[config.mk]
export PLATFORM = sky130hd
export DESIGN_NAME = lcd_bus_ctrl
export DESIGN_NICKNAME = d
export VERILOG_FILES = /design/src/rtl/lcd_pkg.sv /design/src/rtl/lcd_ms_timer.sv /design/src/rtl/lcd_bus_ctrl.sv
export SDC_FILE = /design/constraint.sdc
export NUM_CORES = 1
export LEC_CHECK = 0
export ABC_CLOCK_PERIOD_IN_PS = 3300
export CAP_MARGIN = 15
export CORE_MARGIN = 3
export CORE_UTILIZATION = 45
export DETAILED_ROUTE_END_ITERATION = 8
export DONT_BUFFER_PORTS = 1
export PLACE_DENSITY = 0.69
export SLEW_MARGIN = 20
export SYNTH_ARGS = -nofsm -noshare
export SYNTH_HDL_FRONTEND = slang
export SYNTH_SLANG_ARGS = --single-unit
[constraint.sdc]
create_clock -name CLK1K -period 3.3 [get_ports CLK1K]
set_input_delay 0.825 -clock CLK1K [delete_from_list [all_inputs] [get_ports CLK1K]]
set_output_delay 0.825 -clock CLK1K [all_outputs]
set_load 0.03 [all_outputs]
[src/rtl/lcd_pkg.sv]
// lcd_pkg
//  Shared definitions for the character-LCD bus driver:
//   - HD44780 command bytes used by the init sequence and by upstream sequencers
//   - width of the millisecond wait counters
//   - state encoding of the bus-driver FSM
package lcd_pkg;

    localparam logic [7:0] CMD_CLEAR   = 8'h01;
    localparam logic [7:0] CMD_HOME    = 8'h02;
    localparam logic [7:0] CMD_FUNC    = 8'h38;  // 8-bit bus, 2 lines, 5x8 font
    localparam logic [7:0] CMD_DISP_ON = 8'h0C;  // display on, cursor off
    localparam logic [7:0] CMD_ENTRY   = 8'h06;  // increment, no shift
    localparam logic [7:0] CMD_LINE2   = 8'hC0;  // DDRAM address of line 2

    // Number of writes in the power-on init sequence.
    localparam int INIT_LEN = 6;

    // Width of the power-wait / settle counters.
    localparam int TMR_W = 5;

    typedef enum logic [2:0] {
        PWR_WAIT,
        IDLE,
        SETUP,
        PULSE,
        HOLD,
        SETTLE,
        ACK
    } lcd_state_t;

endpackage

[src/rtl/lcd_ms_timer.sv]
// lcd_ms_timer
//  Load/count/expire down-counter in units of CLK1K cycles.
//  A wait of N cycles is loaded with N; "expired" is high during the last
//  cycle of the wait (count <= 1), so the owner leaves its wait state on the
//  edge that ends the N-th cycle. The counter stops at zero and never wraps.
//  Ports:
//   CLK1K     in  clock
//   RSTN      in  asynchronous active-low reset (counter takes RST_VAL)
//   load      in  load load_val this edge (has priority over count)
//   load_val  in  wait length in cycles
//   count     in  decrement this edge
//   expired   out high during the final cycle of the current wait
module lcd_ms_timer #(
    parameter int            W       = 5,
    parameter logic [W-1:0]  RST_VAL = '0
) (
    input  logic         CLK1K,
    input  logic         RSTN,
    input  logic         load,
    input  logic [W-1:0] load_val,
    input  logic         count,
    output logic         expired
);

    localparam logic [W-1:0] ONE = {{(W-1){1'b0}}, 1'b1};

    logic [W-1:0] cnt;

    always_ff @(posedge CLK1K or negedge RSTN) begin
        if (!RSTN) begin
            cnt <= RST_VAL;
        end else if (load) begin
            cnt <= load_val;
        end else if (count && (cnt != '0)) begin
            cnt <= cnt - ONE;
        end
    end

    assign expired = (cnt <= ONE);

endmodule

[src/rtl/lcd_bus_ctrl.sv]
// lcd_bus_ctrl
//  HD44780-style character-LCD bus driver on a 1 kHz clock. After reset it
//  waits for panel power-up, pushes the init ROM through the write engine,
//  then serves single-byte writes requested with START_IN, acknowledging
//  each user write with a one-cycle DONE_OUT after the LCD settle time.
//
//  Handshake: START_IN is a one-cycle request qualified by nothing else;
//  DATA_IN/RS_IN are sampled on the same edge. Every request lands in a
//  one-entry pending buffer; a request arriving while the buffer is full is
//  dropped (the first one wins), except on the edge where IDLE hands the
//  buffered entry to the write engine, when the new request refills it.
//  DONE_OUT pulses once per executed user write; BUSY_OUT is low only in
//  IDLE with an empty buffer.
//
//  Ports:
//   CLK1K, RSTN        clock, asynchronous active-low reset
//   DATA_IN, RS_IN     byte and register select of the request
//   START_IN           request pulse
//   DONE_OUT           user write finished (including settle)
//   BUSY_OUT           init running, write in progress or request pending
//   LCD_DATA, LCD_RS   LCD bus; hold their last value while idle
//   LCD_ENABLE         EN strobe
//   LCD_RW             tied low (write only)
//   LCD_ON, LCD_BLON   panel power and backlight, on from the first edge
module lcd_bus_ctrl
    import lcd_pkg::*;
#(
    parameter int INIT_WAIT_MS = 20,
    parameter int CLR_WAIT_MS  = 2,
    parameter int CHAR_WAIT_MS = 1,
    parameter int EN_HIGH_CYC  = 1
) (
    input  logic       CLK1K,
    input  logic       RSTN,
    input  logic [7:0] DATA_IN,
    input  logic       RS_IN,
    input  logic       START_IN,
    output logic       DONE_OUT,
    output logic       BUSY_OUT,
    output logic [7:0] LCD_DATA,
    output logic       LCD_ENABLE,
    output logic       LCD_RW,
    output logic       LCD_RS,
    output logic       LCD_ON,
    output logic       LCD_BLON
);

    localparam logic [TMR_W-1:0] INIT_WAIT_V = TMR_W'(INIT_WAIT_MS);
    localparam logic [TMR_W-1:0] CLR_WAIT_V  = TMR_W'(CLR_WAIT_MS);
    localparam logic [TMR_W-1:0] CHAR_WAIT_V = TMR_W'(CHAR_WAIT_MS);
    localparam logic [TMR_W-1:0] EN_HIGH_V   = TMR_W'(EN_HIGH_CYC);
    localparam logic [2:0]       INIT_LAST   = 3'(INIT_LEN);

    lcd_state_t state_q, state_d;

    // Write currently on the bus; drives LCD_DATA/LCD_RS directly.
    logic [7:0] cur_data_q;
    logic       cur_rs_q;

    // One-entry request buffer.
    logic       pend_valid_q;
    logic [7:0] pend_data_q;
    logic       pend_rs_q;

    // Init sequencing: index of the next ROM entry to issue.
    logic       in_init_q;
    logic [2:0] init_idx_q;
    logic [7:0] rom_data;

    logic       lcd_on_q;

    // Timer control and FSM side effects.
    logic                 tmr_load;
    logic [TMR_W-1:0]     tmr_val;
    logic                 tmr_count;
    logic                 tmr_expired;
    logic                 issue_init;
    logic                 issue_pend;
    logic                 init_finish;
    logic                 slow_cmd;

    lcd_ms_timer #(
        .W       (TMR_W),
        .RST_VAL (INIT_WAIT_V)
    ) u_timer (
        .CLK1K    (CLK1K),
        .RSTN     (RSTN),
        .load     (tmr_load),
        .load_val (tmr_val),
        .count    (tmr_count),
        .expired  (tmr_expired)
    );

    // Power-on init ROM.
    always_comb begin
        rom_data = CMD_FUNC;
        case (init_idx_q)
            3'd0:    rom_data = CMD_FUNC;
            3'd1:    rom_data = CMD_FUNC;
            3'd2:    rom_data = CMD_FUNC;
            3'd3:    rom_data = CMD_DISP_ON;
            3'd4:    rom_data = CMD_CLEAR;
            3'd5:    rom_data = CMD_ENTRY;
            default: rom_data = CMD_FUNC;
        endcase
    end

    // Clear and home need the long settle; everything else the short one.
    assign slow_cmd = !cur_rs_q && ((cur_data_q == CMD_CLEAR) || (cur_data_q == CMD_HOME));

    always_ff @(posedge CLK1K or negedge RSTN) begin
        if (!RSTN) begin
            state_q <= PWR_WAIT;
        end else begin
            state_q <= state_d;
        end
    end

    always_comb begin
        state_d     = state_q;
        tmr_load    = 1'b0;
        tmr_val     = EN_HIGH_V;
        tmr_count   = 1'b0;
        issue_init  = 1'b0;
        issue_pend  = 1'b0;
        init_finish = 1'b0;
        case (state_q)
            PWR_WAIT: begin
                tmr_count = 1'b1;
                if (tmr_expired) begin
                    issue_init = 1'b1;
                    state_d    = SETUP;
                end
            end
            IDLE: begin
                if (pend_valid_q) begin
                    issue_pend = 1'b1;
                    state_d    = SETUP;
                end
            end
            SETUP: begin
                tmr_load = 1'b1;
                tmr_val  = EN_HIGH_V;
                state_d  = PULSE;
            end
            PULSE: begin
                tmr_count = 1'b1;
                if (tmr_expired) begin
                    state_d = HOLD;
                end
            end
            HOLD: begin
                tmr_load = 1'b1;
                tmr_val  = slow_cmd ? CLR_WAIT_V : CHAR_WAIT_V;
                state_d  = SETTLE;
            end
            SETTLE: begin
                tmr_count = 1'b1;
                if (tmr_expired) begin
                    if (!in_init_q) begin
                        state_d = ACK;
                    end else if (init_idx_q == INIT_LAST) begin
                        // Init writes are never acknowledged upstream.
                        init_finish = 1'b1;
                        state_d     = IDLE;
                    end else begin
                        issue_init = 1'b1;
                        state_d    = SETUP;
                    end
                end
            end
            ACK: begin
                state_d = IDLE;
            end
            default: begin
                state_d = PWR_WAIT;
            end
        endcase
    end

    always_ff @(posedge CLK1K or negedge RSTN) begin
        if (!RSTN) begin
            cur_data_q   <= 8'h00;
            cur_rs_q     <= 1'b0;
            pend_valid_q <= 1'b0;
            pend_data_q  <= 8'h00;
            pend_rs_q    <= 1'b0;
            in_init_q    <= 1'b1;
            init_idx_q   <= 3'd0;
            lcd_on_q     <= 1'b0;
        end else begin
            lcd_on_q <= 1'b1;

            if (issue_init) begin
                cur_data_q <= rom_data;
                cur_rs_q   <= 1'b0;
                init_idx_q <= init_idx_q + 3'd1;
            end else if (issue_pend) begin
                cur_data_q <= pend_data_q;
                cur_rs_q   <= pend_rs_q;
            end

            if (init_finish) begin
                in_init_q <= 1'b0;
            end

            // The buffer accepts a request when empty or when its entry is
            // being handed to the write engine on this same edge.
            if (START_IN && (!pend_valid_q || issue_pend)) begin
                pend_valid_q <= 1'b1;
                pend_data_q  <= DATA_IN;
                pend_rs_q    <= RS_IN;
            end else if (issue_pend) begin
                pend_valid_q <= 1'b0;
            end
        end
    end

    assign LCD_ENABLE = (state_q == PULSE);
    assign DONE_OUT   = (state_q == ACK);
    assign BUSY_OUT   = !((state_q == IDLE) && !pend_valid_q);
    assign LCD_DATA   = cur_data_q;
    assign LCD_RS     = cur_rs_q;
    assign LCD_RW     = 1'b0;
    assign LCD_ON     = lcd_on_q;
    assign LCD_BLON   = lcd_on_q;

endmodule
# Yosys cells after proc, flatten, opt, wreduce, memory -nomap -nowiden
# Index checks and enable logic that the tools add are counted.
[totals] regBits=32 word_cells=77
[classes] n_addsub=2 magnitude_cmp=1 n_eq_ne=16 muxes=31 n_reduce_logical=17
[ops] op="one-hot mux 3 bit (7 select lines)" count=1
[ops] op="== test 3 bit, second input constant" count=6
[ops] op="one-hot mux 6 bit (3 select lines)" count=1
[ops] op="2-to-1 mux 1 bit" count=16
[ops] op="2-to-1 mux 8 bit" count=2
[ops] op="2-to-1 mux 3 bit" count=5
[ops] op="2-to-1 mux 5 bit" count=2
[ops] op="== test 3 x 2 -> 1 bit, second input constant" count=3
[ops] op="== test 8 x 1 -> 1 bit, second input constant" count=1
[ops] op="== test 8 x 2 -> 1 bit, second input constant" count=1
[ops] op="2-to-1 mux 2 bit" count=3
[ops] op="!= test 2 bit, second input constant" count=3
[ops] op="nonzero test 2 bit" count=3
[ops] op="less-or-equal comparator 5 x 1 -> 1 bit, second input constant" count=1
[ops] op="nonzero test 5 bit" count=1
[ops] op="subtractor 5 x 1 -> 5 bit, second input constant" count=1
[ops] op="logical AND 1 bit" count=4
[ops] op="AND reduction 4 bit" count=1
[ops] op="adder 3 x 1 -> 3 bit, second input constant" count=1
[ops] op="== test 3 x 1 -> 1 bit, second input constant" count=1
[ops] op="zero test 1 bit" count=3
[ops] op="zero test 3 bit" count=1
[ops] op="OR reduction 3 bit" count=1
[ops] op="logical OR 1 bit" count=2
[ops] op="3 further kinds" count=3

# Longest topological paths before layout
# Gate-level depths: netlist of the first run.
[depth] word_depth=6 depth_mapped=7 ltp_nobuf=6

# By module
# From an unflattened synthesis of the first run, not the netlist that was laid out.
[unflattened] hier_cells=165 area_unflattened_um2=1785.5
[modules_own_cells] module="lcd_bus_ctrl" n_inst=1 cells_each=129 area_per_inst_um2=1446.4 seq_area_each_um2=676.9
[modules_own_cells] module="lcd_ms_timer" n_inst=1 cells_each=36 area_per_inst_um2=339.1 seq_area_each_um2=127.6

# Worst setup path after synthesis of the first run
# Ideal clock, no wire load.
[synth_path] path_type="reg-to-output" startpoint="register state_q[2]" endpoint="output port BUSY_OUT" t_arrival_ps=1201 required_time_ps=2475 path_slack_ps=1274 path_stages_with_launch=4 n_path_buf=2 cell_sequence="dfrtp_1 -> buf_2 -> clkbuf_1 -> or3_1"
[synth_via] elab_chain_len=3
[synth_rtl] item="start, declared" line="lcd_bus_ctrl.sv:54" text="lcd_state_t state_q, state_d;"
[synth_rtl] item="start signal, assigned" line="lcd_bus_ctrl.sv:115" text="state_q <= state_d;"
[synth_rtl] item="== test 3 x 1 -> 1 bit" line="lcd_bus_ctrl.sv:221" text="assign BUSY_OUT = !((state_q == IDLE) && !pend_valid_q);"
[synth_rtl] item="logical AND 1 bit" line="lcd_bus_ctrl.sv:221"
[synth_rtl] item="zero test 1 bit" line="lcd_bus_ctrl.sv:221"
[synth_rtl] item="end, declared" line="lcd_bus_ctrl.sv:39" text="output logic BUSY_OUT,"
# Every way passes these cells.

# Worst setup path in the final report of the first run
[layout_path] startpoint="register state_q[1]" endpoint="output port BUSY_OUT"
# The elaborated chain is that of the path after synthesis.

==> results.md, run 1 <==
* Fin crit share at 0.7278
* Pleak at between 0.7 and 0.8 nW
* Commonest non-fill, non-tap cell in the layout: dfrtp_1
* Slowest CP cell: dfrtp_1
* Crit path max-delay family: simple AND/OR/NAND/NOR gates
* Die area at 0.004540 sq mm
* DR DRC count at 0
* Reg2Reg Setup Slack at 1.13 ns
* Area post-placement at between 0.0015 and 0.002 sq mm
* Initial core utilization at 0.4888
* Critical path, cell by cell: nand2b_2, or3_1
* Wire per inst at between 15 and 20 microns
* Worst skew pair latency at about 0.28 ns
* Worst-Margin Slew at between 1 and 1.5 ns
* CTS tree: done
* Fraction of layout cells with a size suffix above 1 at 0.1634
* Post-Syn Area at approximately 0.0017 sq mm
* Data arrival time of the critical path at approximately 1.6 ns
* Post-synthesis instance total at 152
* GPL Wtd Cong at about 0.78
* Syn nets at about 170
* Iter 0 DRT Violations at 63
* Crit end category: output port
* Hold-fix buffers, CTS at 0
* Max_cap viols at 0
* Area Growth Syn to Fin at 5.830%
* Total Routing Usage GR at 0.1713
* Vias per inst at around 5.6
* Final Hold Viols at 0
* Delay of the slowest critical-path stage at 0.50 ns
* Clock skew at between 0.003 and 0.004 ns
* Post-CTS Resized at 0
* Outcome: finished, final reports clean
* Maximum vdd drop at 0.4268 mV
* Critical-path maximum fanout at 11
* Dominant synthesized flop cell: dfrtp_1
* Final Setup Violations at 0
* Die Ht at approximately 67 microns
* Final Max Tran Viols at 0
* R2R cell count at 4
* Most frequent cells in the layout: 29 x dfrtp_1, 18 x mux2i_1, 12 x nand2_1
* Site Rows at 21
* EDFF count, synth at 0
* Number of diodes at 0
* Number of buffers created by CTS at 5
* Buf+Inv Stages, Crit Path at 0
* Final #Nets at 173
* Reg2Reg Capture Point: LCD_DATA[1]
* Rel. slew slack at 0.3223
* Hold slack at around 0.23 ns
* IO buf count at 0
* Reg area at between 800 and 900 sq um
* Clock transition at path regs at 0.06 ns
* IO Count at 27
* Power Dens Cells at 1127 mW/mm^2
* Clk buf depth at 2
* Tmin final at ~2.4 ns
* Antenna-violating nets left at 0
* FFs w/ async S/R, synth at 1.000
* Critical path class: reg2out
* Routed wire length at about 3200 microns
* Multi-input logic area at slightly above 800 sq um
* Initial antenna violation count at 0
* Synth warnings at 0
* Req. time, crit path at between 2 and 2.5 ns
* Post-Route Utilization at 0.5173
* DRT Pass-1 Iters at 4
* HP Class: in2async
* Maximum number of pins on one net before global-route repair at 33
* CTS H-tree lvls at 2
* FMAX at around 420 MHz
* Synth cell types at 42
* Avg Inst Size Synth at 11.15 sq um
* Setup TNS at 0 ns
* Die X-Extent at between 60 and 70 microns
* TritonCTS Sinks at 32
* GRT overflow at 0
* Vias in the first global route at around 1200
* Routed vias at ~1100
* Core area at ~0.0035 sq mm
* Placed wire-length estimate at 2405 microns
* FF+latch count, synth at 32
* Tot Pwr at between 2 and 2.5 mW
* Clock root buffer: clkbuf_8
* Setup Fix Bufs, Post-CTS at 0
* Reg2reg start: state_q[1]
* CP startpoint kind: flip-flop
* Fill count at around 330
* First-pass GRT wire length at between 5000 and 6000 microns
* Setup repair after global routing missed its margin: false
* Register area share after synthesis at 0.4745
* Finished Cell Area at about 0.0018 sq mm
Yosys cell counts (2+ instances only):
| cell | instances | area, sq um |
|---|---|---|
| nand3_1 | 5 | 25.02 |
| inv_1 | 8 | 30.03 |
| o21ai_0 | 3 | 15.01 |
| a21oi_1 | 2 | 10.01 |
| buf_2 | 2 | 10.01 |
| ha_1 | 8 | 100.1 |
| mux2_2 | 10 | 112.6 |
| nand2b_1 | 3 | 18.77 |
| conb_1 | 2 | 7.510 |
| dfstp_2 | 3 | 78.83 |
| mux2i_1 | 18 | 180.2 |
| and2_1 | 2 | 12.51 |
| o311a_1 | 2 | 20.02 |
| nand4_1 | 2 | 12.51 |
| dfrtp_1 | 29 | 725.7 |
| and3_1 | 2 | 12.51 |
| xnor2_1 | 2 | 17.52 |
| nand2_1 | 12 | 45.04 |
| buf_4 | 4 | 30.03 |
| nor2_1 | 10 | 37.54 |
| or4_1 | 2 | 15.01 |
routing by layer:
metal	global-route usage	vias to the layer above	share of wire
li1	-	527	-
met1	0.1998	552	0.42
met2	0.2785	27	0.50
met3	0.06656	5	0.061
met4	0.07595	0	0.014
met5	0	-	0
per-stage QoR:
step | instances | setup WS [ns]
floorplan | 152 | 1.274
global placement | 192 | 1.199
detailed placement | 192 | 1.143
CTS | 199 | 0.8880
global route | 199 | 0.8248
finish | 199 | 0.8982
how the worst max path moves through the flow:
stage                     slack [ns]       start            end  cells after the start
final                           0.90  state_q[1]       BUSY_OUT                      2
after global placement          1.20  state_q[2]  init_idx_q[1]                      5
after CTS                       0.89  state_q[1]       BUSY_OUT                      2
after floorplan                 1.27  state_q[2]       BUSY_OUT                      3
after global routing            0.82  state_q[1]       BUSY_OUT                      2
after detailed placement        1.14  state_q[1]    LCD_DATA[1]                      4
final cells by class:
class                      count  share of cell area
clock inverter                 1            0.002789
tap                           46             0.03208
clock buffer                   6             0.04045
timing repair buffer           1            0.004184
multi-input combinational    105              0.4554
sequential                    32              0.4484
inverter                       8             0.01674
cell families (layout without fill, tap and decap cells):
family	count (synthesis)	in the layout	synth area share
compound gates	18	18	0.08045
xor+xnor	3	3	0.01550
fa+ha+maj	8	8	0.05904
buf+inv	15	16	0.04354
flops	32	32	0.4745
mux	28	28	0.1727
other cells	2	2	0.004430
simple gates	46	46	0.1498
registers in the layout (all words and copies together) (netlist names):
| signal | cells |
|---|---|
| LCD_RS | 1 |
| pend_rs_q | 1 |
| LCD_BLON | 1 |
| init_idx_q | 3 |
| u_timer.cnt | 5 |
| pend_valid_q | 1 |
| state_q | 3 |
| pend_data_q | 8 |
| LCD_DATA | 8 |
| in_init_q | 1 |
where the power goes:
| part | switching [mW] | total [mW] | internal (mW) |
|---|---|---|---|
| logic | 0.447 | 0.836 | 0.389 |
| registers | 0.318 | 0.906 | 0.587 |
| clock network | 0.136 | 0.279 | 0.143 |
| total | 0.902 | 2.02 | 1.12 |
Note: power is estimated with default switching activity, not from simulation.
==> run 2: changes to the inputs <==
Settings changed: ABC_CLOCK_PERIOD_IN_PS 3300 to 2300.
Clock period 3.3 ns to 2.3 ns, I/O delays scaled along.
==> run 2 against run 1 <==
  * Design area up 4.0%
  * First-iteration DRC count up 63%
  * Total power up 52%
  * Combinational power up 48%
  * Register-to-register slack worse by 0.60 ns
  * Setup slack worse by 0.73 ns
  * Final cell count up 2.5%
  * Routed wire length up 0.28%
  * Largest power group unchanged
==> results.md, run 2 (synthesis results as in run 1) <==
* Initial core utilization at 0.4888 (unchanged)
* Critical Path Source: state_q[1]
* Commonest non-fill, non-tap cell in the layout: dfrtp_1
* Fill count at 318 (-4.8%)
* Clock transition at path regs at 0.06 ns (about the same)
* Setup repair after global routing missed its margin: false
* GPL Wtd Cong at 0.8630 (+10%)
* IO buf count at 0 (unchanged)
* Final Hold Viols at 0 (unchanged)
* Fraction of layout cells with a size suffix above 1 at 0.1899 (+0.02647)
* Iter 0 DRT Violations at 103 (+63%)
* Initial antenna violation count at 0 (unchanged)
* Multi-input logic area at 817.0 sq um (unchanged)
* Die X-Extent at 67.38 microns (unchanged)
* Power Dens Cells at 1641 mW/mm^2 (+46%)
* Rel. slew slack at 0.6320 (+0.3097)
* Antenna-violating nets left at 0 (unchanged)
* CTS tree: done
* GRT overflow at 0 (unchanged)
* Worst-Margin Slew at 0.5520 ns (-0.4601 ns)
* Outcome: finished, final reports clean
* Worst skew pair latency at 0.28 ns (about the same)
* Wire per inst at 15.83 microns (-2.2%)
* Most frequent cells in the layout: 29 x dfrtp_1, 18 x mux2i_1, 12 x nand2_1
* Final Non-Filler Cells at 204 (+2.5%)
* Maximum vdd drop at 0.6654 mV (+56%)
* Pleak at 0.8270 nW (+5.0%)
* Area Growth Syn to Fin at 10.11%
* Fin crit share at 0.9287
* Reg area at 804.5 sq um (unchanged)
* TritonCTS Sinks at 32 (unchanged)
* Die Ht at 67.38 microns (unchanged)
* Final Max Tran Viols at 0 (unchanged)
* Site Rows at 21 (unchanged)
* Number of buffers created by CTS at 5 (unchanged)
* Crit end category: output port
* First-pass GRT wire length at 5354 microns (-4.9%)
* CP startpoint kind: flip-flop
* Reg2reg start: state_q[2]
* Tmin final at between 2 and 2.5 ns
* Req. time, crit path at 1.73 ns (-0.74 ns)
* Clk buf depth at 2 (unchanged)
* DRT Pass-1 Iters at 4 (unchanged)
* Routed vias at 1101 (-0.90%)
* DR DRC count at 0 (unchanged)
* Vias per inst at 5.397 (-3.3%)
* Maximum number of pins on one net before global-route repair at 30 (-9.1%)
* Final #Nets at 177 (+2.3%)
* Max_cap viols at 0 (unchanged)
* Core area at 0.003468 sq mm (unchanged)
* FMAX at ~470 MHz
* CTS H-tree lvls at 2 (unchanged)
* Data arrival time of the critical path at 1.56 ns (-0.02 ns)
* Placed wire-length estimate at 2346 microns (-2.5%)
* Routed wire length at 3230 microns (+0.28%)
* Clock root buffer: clkbuf_8
* Die area at 0.004540 sq mm (unchanged)
* IO Count at 27 (unchanged)
* Critical path class: reg2out
* Setup TNS at 0 ns (unchanged)
* Total Routing Usage GR at 0.1635 (-0.007761)
* Inst Count DP at 195 (+1.6%)
* Vias in the first global route at 1120 (-5.1%)
* Critical-path maximum fanout at 11 (unchanged)
* HP Class: in2async
* Final Setup Violations at 0 (unchanged)
* Number of diodes at 0 (unchanged)
* Clock skew at 0.001303 ns (-0.002110 ns)
-- run 2: layout make-up --
| type | instances | area share |
|---|---|---|
| repair buffers | 5 | 0.02681 |
| well taps | 46 | 0.03083 |
| clock inverters | 2 | 0.01877 |
| multi-input cells | 105 | 0.4377 |
| flip-flops and latches | 32 | 0.4310 |
| inverters | 8 | 0.01609 |
| clock buffers | 6 | 0.03887 |
-- run 2: report_power, final --
group | total, mW | leakage [nW] | internal (mW) | switching (mW)
Combinational | 1.24 | 0.397 | 0.587 | 0.650
Clock | 0.527 | 0.0552 | 0.321 | 0.206
Sequential | 1.30 | 0.375 | 0.842 | 0.456
Total | 3.06 | 0.827 | 1.75 | 1.31
-- run 2: worst paths after layout --
| check | cells after the start | slack, ns | endpoint |
|---|---|---|---|
| max in group asynchronous | 1 | 2.03 | LCD_DATA[2] |
| worst max register to register | 5 | 0.53 | LCD_DATA[1] |
| worst min-delay path | 1 | 0.11 | init_idx_q[2] |
| worst max-delay path | 2 | 0.16 | BUSY_OUT |
| worst min register to register | 1 | 0.48 | in_init_q |
| min in group CLK1K | 1 | 0.40 | pend_valid_q |
-- run 2: metrics by stage --
| stage | area, sq um | utilization | hold WS, ns | power [mW] | worst slack (ns) |
|---|---|---|---|---|---|
| 2_1_floorplan | 1695 | - | 0.2794 | 2.251 | 0.5244 |
| 3_3_place_gp | 1739 | 0.5014 | 0.2803 | 2.466 | 0.4977 |
| 3_5_place_dp | 1739 | 0.5014 | 0.2805 | 2.540 | 0.4662 |
| 4_1_cts | 1867 | 0.5382 | 0.1057 | 3.095 | 0.1540 |
| 5_1_grt | 1867 | 0.5382 | 0.09906 | 3.295 | 0.08883 |
| 6_report | 1867 | 0.5382 | 0.1098 | 3.063 | 0.1639 |
-- run 2: worst max-delay path, stage by stage, from the launching register on --
cell and delay (ns):
dfrtp_1 0.49, nand2b_2 0.30, or3_1 0.49
-- run 2: layer usage --
metal	part of all wire	routed length [microns]	global-route usage	up-vias
met4	0.016	52	0.06835	0
met2	0.47	1531	0.2454	39
met3	0.054	176	0.06156	7
met5	0	0	0	-
met1	0.46	1470	0.2117	515
li1	-	-	-	540
-- run 2: timing repair --
item | 4_1_cts | 5_1_grt
buffers inserted | 0 | 0
hold buffers | 1 | 0
gates resized for setup | 0 | 0
endpoints found under the hold margin | 29 | 0
==> run 3: changes to the inputs <==
Settings changed: DONT_BUFFER_PORTS 1 to not set, PLACE_DENSITY 0.69 to 0.78.
==> run 3 against run 2 <==
  * Routed wire length increased by 4.7%
  * Flip-flop and latch count stayed put
  * Setup slack better by 0.065 ns
  * First-iteration DRC count up 3.9%
  * Sequential power decreased by 17%
  * Combinational power increased by 36%
  * Global-route usage increased by 1.3 points
  * Die area unchanged
  * Register-to-register slack lost 0.02 ns
  * Utilization is 7.3 points higher
  * Maximum frequency increased by 3.1%
  * Total power is 5.6% higher
  * Largest cell class unchanged
  * Largest power group is now combinational logic
  * Highest routed layer unchanged
==> results.md, run 3 (synthesis results as in run 1) <==
* Commonest non-fill, non-tap cell in the layout: dfrtp_1
* Tot Pwr at 3.236 mW (+5.6%)
* Die X-Extent at 67.38 microns (unchanged)
* Total Routing Usage GR at 0.1763 (+0.01278)
* Number of buffers created by CTS at 5 (unchanged)
* Pleak at 0.9461 nW (+14%)
* Crit end category: output port
* Tmin final at 2.072 ns (-0.06455 ns)
* Antenna-violating nets left at 0 (unchanged)
* Maximum number of pins on one net before global-route repair at 33 (+10%)
* Number of cells on the worst hold path at 1
* Switching share of power at 0.4127 (-0.01592)
* Core area at 0.003468 sq mm (unchanged)
* Reg2Reg Setup Slack at 0.51 ns (-0.02 ns)
* Clock skew at 0.006633 ns (+0.005330 ns)
* Max_cap viols at 0 (unchanged)
* Final #Nets at 205 (+16%)
* Clock root buffer: clkbuf_8
* Initial antenna violation count at 0 (unchanged)
* Routed vias at 1240 (+13%)
* FMAX at 482.7 MHz (+3.1%)
* Initial core utilization at 0.4888 (unchanged)
* Wire per inst at 14.58 microns (-7.9%)
* GRT overflow at 0 (unchanged)
* Routed wire length at 3383 microns (+4.7%)
* Die Ht at 67.38 microns (unchanged)
* Critical path class: reg2out
* CP startpoint kind: flip-flop
* Outcome: finished, final reports clean
* Final Max Tran Viols at 0 (unchanged)
* CTS tree: done
* R2R cell count at 6 (+1)
* Iter 0 DRT Violations at 107 (+3.9%)
* Critical-path maximum fanout at 8 (-3)
* Internal power at 1.901 mW (+8.6%)
* Setup repair after global routing missed its margin: false
* DR DRC count at 0 (unchanged)
* Comb pwr share at 0.524 (+0.120)
* Clk buf depth at 2 (unchanged)
* Setup TNS at 0 ns (unchanged)
* HP Class: reg2reg
* Clock transition at path regs at 0.06 ns (about the same)
* Fraction of layout cells with a size suffix above 1 at 0.1774 (-0.01245)
* CTS H-tree lvls at 2 (unchanged)
* Setup Fix Bufs, Post-CTS at 0 (unchanged)
* First-pass GRT wire length at 5920 microns (+11%)
* Die area at 0.004540 sq mm (unchanged)
* Maximum vdd drop at 0.7677 mV (+15%)
* Placed wire-length estimate at 2605 microns (+11%)
* Hold slack at 0.4775 ns (+0.3677 ns)
* Site Rows at 21 (unchanged)
* Req. time, crit path at 1.73 ns (about the same)
* TritonCTS Sinks at 32 (unchanged)
* Data arrival time of the critical path at 1.50 ns (-0.06 ns)
* Vias in the first global route at 1331 (+19%)
* Final Setup Violations at 0 (unchanged)
* Number of diodes at 0 (unchanged)
* Final Hold Viols at 0 (unchanged)
* Fin crit share at 0.9007 (-0.02807)
* Part of the power in the clock network at 0.143 (-0.029)
* Area Growth Syn to Fin at 25.02%
* IO buf count at 25 (+25)
* IO Count at 27 (unchanged)
* Power Dens Cells at 1527 mW/mm^2 (-7.0%)
* GPL Wtd Cong at 0.8227 (-4.7%)
* Worst skew pair latency at 0.28 ns (about the same)
* Seq pwr share at 0.334 (-0.090)
* Vias per inst at 5.345 (-0.97%)
* DRT Pass-1 Iters at 4 (unchanged)
* Switch Pwr at 1.336 mW (+1.7%)
* Most frequent cells in the layout: 29 x dfrtp_1, 22 x clkdlybuf4s50_1, 18 x mux2i_1
-- run 3: cell types whose count changed in the layout (fill, tap and decap cells not counted) --
cell,change
clkdlybuf4s50_1,+22
buf_4,+4
clkbuf_8,+2
dlygate4sd2_1,+2
buf_12,-1
bufinv_16,-1
clkinv_2,-1
dlymetal6s2s_1,+1
-- run 3: routing by layer --
layer | part of all wire | global-route usage | routed length (microns)
met5 | 0 | 0 | 0
met4 | 0.0050 | 0.06835 | 17
met3 | 0.052 | 0.05657 | 175
met2 | 0.51 | 0.2957 | 1728
met1 | 0.43 | 0.2098 | 1462
-- run 3: power groups by stage --
stage	logic, mW	registers [mW]	clock network [mW]
finish	1.69	1.08	0.462
global placement	1.64	1.07	0
detailed placement	1.70	1.09	0
floorplan	1.07	1.18	0
global route	1.89	1.12	0.506
CTS	1.71	1.08	0.478
-- run 3: per-stage QoR --
step / worst slack [ns] / instances / area (sq um) / utilization
floorplan: 0.5244 / 152 / 1695 / -
global placement: 0.3173 / 224 / 2019 / 0.5823
detailed placement: 0.2721 / 224 / 2019 / 0.5823
CTS: 0.02256 / 232 / 2117 / 0.6104
global route: 0.1311 / 232 / 2120 / 0.6111
finish: 0.2285 / 232 / 2120 / 0.6111
-- run 3: worst paths after layout --
| kind | startpoint | endpoint |
|---|---|---|
| max in group asynchronous | RSTN | u_timer.cnt[4] |
| hold reg to reg | in_init_q | in_init_q |
| setup / recovery | state_q[0] | DONE_OUT |
| min in group asynchronous | RSTN | u_timer.cnt[0] |
| hold / removal | in_init_q | in_init_q |
| setup reg to reg | state_q[0] | LCD_DATA[2] |
-- run 3: area by class of cell --
cell class	count	area, sq um
tap	46	57.56
clock buffer	8	100.1
timing repair buffer	33	310.3
sequential	32	804.5
fill	300	1349
inverter	8	30.03
multi-input combinational	105	817.0
-- run 3: worst max-delay path, cell delays in order (launching register included) --
cell	delay [ns]
dfrtp_1	0.46
inv_1	0.19
and3_1	0.18
dlygate4sd2_1	0.39
-- run 3: timing repair --
item                                    CTS  global route
endpoints found under the setup margin    2             1
hold buffers                              0             0
gates resized for setup                   2             1
